## config.mk

```make
export PLATFORM = sky130hd
export DESIGN_NAME = llr_sm_to_tc_stream
export DESIGN_NICKNAME = d
export VERILOG_FILES = /design/src/rtl/llr_sm_to_tc_stream.sv
export SDC_FILE = /design/constraint.sdc
export NUM_CORES = 1
export LEC_CHECK = 0
export CAP_MARGIN = 20
export CORE_MARGIN = 2
export CORE_UTILIZATION = 45
export CTS_CLUSTER_SIZE = 20
export DETAILED_ROUTE_END_ITERATION = 8
export PLACE_DENSITY = 0.72
export SLEW_MARGIN = 0
export SYNTH_ARGS = -nofsm -noshare
export SYNTH_HDL_FRONTEND = slang
export SYNTH_SLANG_ARGS = --single-unit
```

## constraint.sdc

```tcl
create_clock -name clk -period 5.05 [get_ports clk]
set_input_delay 1.2625 -clock clk [delete_from_list [all_inputs] [get_ports clk]]
set_output_delay 1.2625 -clock clk [all_outputs]
set_load 0.01 [all_outputs]
```

## src/rtl/llr_sm_to_tc_stream.sv

```systemverilog
`timescale 1ns/1ps
// Sign-magnitude to two's-complement LLR stream converter with magnitude clipping,
// a two-entry output buffer (output + skid register), and codeword framing.
module llr_sm_to_tc_stream #(
    parameter int W         = 9,
    parameter int FRAME_LEN = 1024,
    parameter int MAX_MAG   = 255
) (
    input  logic         clk,
    input  logic         rst,
    input  logic         in_valid,
    input  logic [W-1:0] in_data,
    output logic         in_ready,
    output logic         out_valid,
    output logic [W-1:0] out_data,
    output logic         out_last,
    input  logic         out_ready,
    output logic         frame_done,
    output logic         sat_flag
);
    // Handshake: a transfer happens on a rising edge where valid and ready are both high;
    // the producer holds data stable while valid is high and ready is low.

    localparam int CW = $clog2(FRAME_LEN);
    localparam logic [W-2:0] MAX_M = (W-1)'(MAX_MAG);
    localparam logic [CW-1:0] LAST_CNT = CW'(FRAME_LEN - 1);

    logic [CW-1:0] cnt;
    logic          sk_valid;
    logic [W-1:0]  sk_data;
    logic          sk_last;

    logic          accept;
    logic          emit;
    logic          clip;
    logic          is_last;
    logic [W-2:0]  mag_clip;
    logic [W-1:0]  conv;

    always_comb begin
        accept   = in_valid & in_ready;
        emit     = out_valid & out_ready;
        clip     = in_data[W-2:0] > MAX_M;
        mag_clip = clip ? MAX_M : in_data[W-2:0];
        is_last  = (cnt == LAST_CNT);
        // Negative zero folds to plain zero rather than producing a spurious -0.
        if (in_data[W-1] && (mag_clip != '0)) begin
            conv = ~{1'b0, mag_clip} + {{(W-1){1'b0}}, 1'b1};
        end else begin
            conv = {1'b0, mag_clip};
        end
    end

    always_ff @(posedge clk) begin
        if (rst) begin
            in_ready   <= 1'b1;
            out_valid  <= 1'b0;
            out_data   <= '0;
            out_last   <= 1'b0;
            sk_valid   <= 1'b0;
            sk_data    <= '0;
            sk_last    <= 1'b0;
            cnt        <= '0;
            frame_done <= 1'b0;
            sat_flag   <= 1'b0;
        end else begin
            frame_done <= emit & out_last;

            if (emit) begin
                if (sk_valid) begin
                    out_data <= sk_data;
                    out_last <= sk_last;
                    sk_valid <= 1'b0;
                    in_ready <= 1'b1;
                end else begin
                    out_valid <= 1'b0;
                end
            end

            // accept implies the skid is empty, since in_ready mirrors ~sk_valid.
            if (accept) begin
                if (!out_valid || emit) begin
                    out_valid <= 1'b1;
                    out_data  <= conv;
                    out_last  <= is_last;
                end else begin
                    sk_valid <= 1'b1;
                    sk_data  <= conv;
                    sk_last  <= is_last;
                    in_ready <= 1'b0;
                end
                cnt      <= is_last ? '0 : cnt + CW'(1);
                sat_flag <= (cnt == '0) ? clip : (sat_flag | clip);
            end
        end
    end

endmodule

```

==> impl_metrics.tcl <==
set metrics [dict create \
    status "finished, final reports clean" \
    slew_viol_final 0 \
    ys_ff_latch 35 \
    diodes 0 \
    nNetsFinal 232 \
    h-tree-depth 2 \
    path_buf_inv 1 \
    tightestPinTransition_ns 0.962 \
    worstPathMaxFanout 5 \
    p_clk_share_pct 39.8 \
    rsz0062_at_grt "no" \
    drtAntennaViolNets 0 \
    die_area_um2 4080 \
    fin_crit_sh_pct 57.0 \
    cpPeakStageDelay_ns 0.60 \
    clock_skew_ns 0.00865 \
    viasPerCell 5.54 \
    reg2reg_from "in_ready" \
    cpLargestDelayFamily "simple AND/OR/NAND/NOR gates" \
    gr-usage-all-layers_pct 18.5 \
    postSynthAreaPerCell_um2 8.39 \
    synth_cell_types 36 \
    switchingPower_uw 153 \
    pwr-share-seq_pct 46.6 \
    leakage_nw 0.699 \
    cts_sinks 35 \
    clkLatencyLatePin_ns 0.36 \
    path_class "primary input to register" \
    r2r_cells 4 \
    fmax_mhz 347 \
    core_um2 3390 \
    grt_pass1_wl_um 5870 \
    swShare_pct 24.0 \
    ctsResizeCount 0 \
    start_util_pct 47.5 \
    seq_area_frac_synth_pct 43.5 \
    num_rows 21 \
    cts_hold_buf 0 \
    powerDensity_nw_per_um2 319 \
    cp.required_ns 5.26 \
    ctsLongestPathBuffers 2 \
    netlist_instances 192 \
    slew_headroom_pct 35.6 \
    cts_root_buffer "clkbuf_4" \
    end_kind "register" \
    peakVddDrop_mv 0.105 \
    dp.cells 254 \
    syn_to_final_growth_pct 24.4 \
    drt-pass1-iter-count 4 \
    nFillCells 301 \
    io_buffer_count 26 \
    hold_viol 0 \
    postCtsSetupBuffers 0 \
    syn_area_um2 1610 \
    grt_pass1_vias 1348 \
    tns_ns 0 \
    drt_wl_total_um 3520 \
    die_h_um 63.8 \
    min_path_cells 1 \
    layout_commonest_cell "dfxtp_1" \
    drive_gt1_share_pct 6.91 \
    mostFrequentLayoutCells "dfxtp_1, nand2_1, clkdlybuf4s50_1" \
    design_area_um2 2000 \
    die_w_um 63.8 \
    post-route-drc-count 0 \
    place_congestion 0.867 \
    crit_chain "clkdlybuf4s50_1 -> or4_4 -> o31a_1 -> mux2i_1 -> a211oi_1" \
    dpl.hpwl_um 2530 \
    period_needed_ns 2.88 \
    fin_util_pct 59.1 \
    antenna_found_initial 0 \
    drt_iter0_drc 92 \
    tritoncts "done" \
    cts-buffers-inserted 5 \
    r2r_end "out_data[4]" \
    comb_power_share_pct 13.6 \
    min_to "sat_flag" \
    wl_per_cell_um 13.4 \
    ys_warn_count 0 \
    place_area_um2 1890 \
    synth_fp_nets 208 \
    worstPathArrival_ns 3.09 \
    hold_start "sat_flag" \
    p_int_uw 486 \
    grt-ovfl-total 0 \
    io_pins 27 \
    slowest_stage "or4_4" \
    cts.clk_slew.worst_paths_ns 0.11 \
    vias 1456 \
    finalNonFillerCells 263 \
    maxCapViolCount 0 \
    cp-start-kind "primary input" \
    grt_max_degree 30 \
    worstHoldPathType "register to register" \
    setup_viol 0 \
    r2r_slack_ns 3.36 \
]
state kept, by name, summed over array words and instances (netlist names):
register / flops
sk_valid: 1
in_ready: 1
sk_last: 1
out_data: 9
out_valid: 1
frame_done: 1
out_last: 1
cnt: 10
sk_data: 9
sat_flag: 1
synthesized netlist by cell type:
cell type | number | area, um2
o31ai_1 | 1 | 7.51
a211oi_1 | 8 | 60.1
a2bb2oi_1 | 1 | 8.76
o311ai_2 | 1 | 16.3
and2_1 | 2 | 12.5
nand2_1 | 30 | 113
a21o_1 | 1 | 7.51
a31oi_1 | 3 | 18.8
o21bai_1 | 2 | 15.0
nand4b_1 | 1 | 8.76
nand3_1 | 4 | 20.0
buf_1 | 2 | 7.51
inv_1 | 4 | 15.0
or3_1 | 4 | 25.0
nand2b_1 | 4 | 25.0
a21oi_1 | 10 | 50.1
xor2_1 | 4 | 35.0
o21ai_0 | 5 | 25.0
xnor2_1 | 7 | 61.3
nor4_1 | 3 | 18.8
nor3b_1 | 1 | 7.51
o31a_1 | 1 | 8.76
a31o_2 | 4 | 35.0
o21ai_1 | 2 | 10.0
mux2i_1 | 3 | 30.0
and3_1 | 3 | 18.8
a311oi_1 | 4 | 35.0
nand4_1 | 2 | 12.5
nor3_1 | 6 | 30.0
and4b_1 | 1 | 10.0
nor2_1 | 20 | 75.1
ha_1 | 3 | 37.5
dfxtp_1 | 35 | 701
clkbuf_1 | 8 | 30.0
o41ai_1 | 1 | 8.76
or4_4 | 1 | 11.3
cell type report:
type	count	area, um2	area share (%)
Clock inverter	3	67.6	3.37
Clock buffer	5	37.5	1.87
Sequential cell	35	701	35.0
Timing Repair Buffer	27	268	13.4
Inverter	4	15.0	0.749
Tap cell	46	57.6	2.87
Multi-Input combinational cell	143	858	42.8
per-layer routing:
metal  global-route usage, %  vias up  wire, um
li1                        -      744         -
met1                    20.5      667      1510
met2                    32.3       38      1780
met3                    3.52        7       141
met4                    11.4        0        95
met5                       0        -         0
worst max path at each step:
stage                           from          to  slack [ns]  depth (start not counted)
after global placement      in_valid  sk_data[0]        1.76                          5
after floorplan           in_data[3]  sk_data[1]        2.49                          4
after CTS                   in_valid  sk_data[0]        2.07                          5
final                     in_data[3]  sk_data[1]        2.17                          5
after detailed placement    in_valid  sk_data[0]        1.67                          5
after global routing      in_data[3]  sk_data[1]        2.10                          5
power by group through the flow:
stage	Combinational (mW)	Clock (mW)	Sequential, mW
2_1_floorplan	0.0450	0	0.307
6_report	0.0867	0.254	0.298
3_3_place_gp	0.0842	0	0.304
4_1_cts	0.0873	0.261	0.298
5_1_grt	0.0960	0.269	0.300
3_5_place_dp	0.0866	0	0.304
kinds of logic after synthesis:
kind of cell    Yosys count  synth area share [%]
compound gates           44                  19.0
xor+xnor                 11                  5.98
fa+ha+maj                 3                  2.33
buf+inv                  14                  3.26
flops                    35                  43.5
mux                       3                  1.86
simple gates             82                  24.1
metrics by stage:
stage          hold slack (ns)  power [mW]  worst slack, ns
6_report                 0.482       0.639             2.17
3_3_place_gp             0.465       0.388             1.76
5_1_grt                  0.509       0.665             2.10
4_1_cts                  0.488       0.647             2.07
3_5_place_dp             0.473       0.391             1.67
2_1_floorplan            0.451       0.351             2.49
No activity file was read; power rests on OpenSTA's default activity.
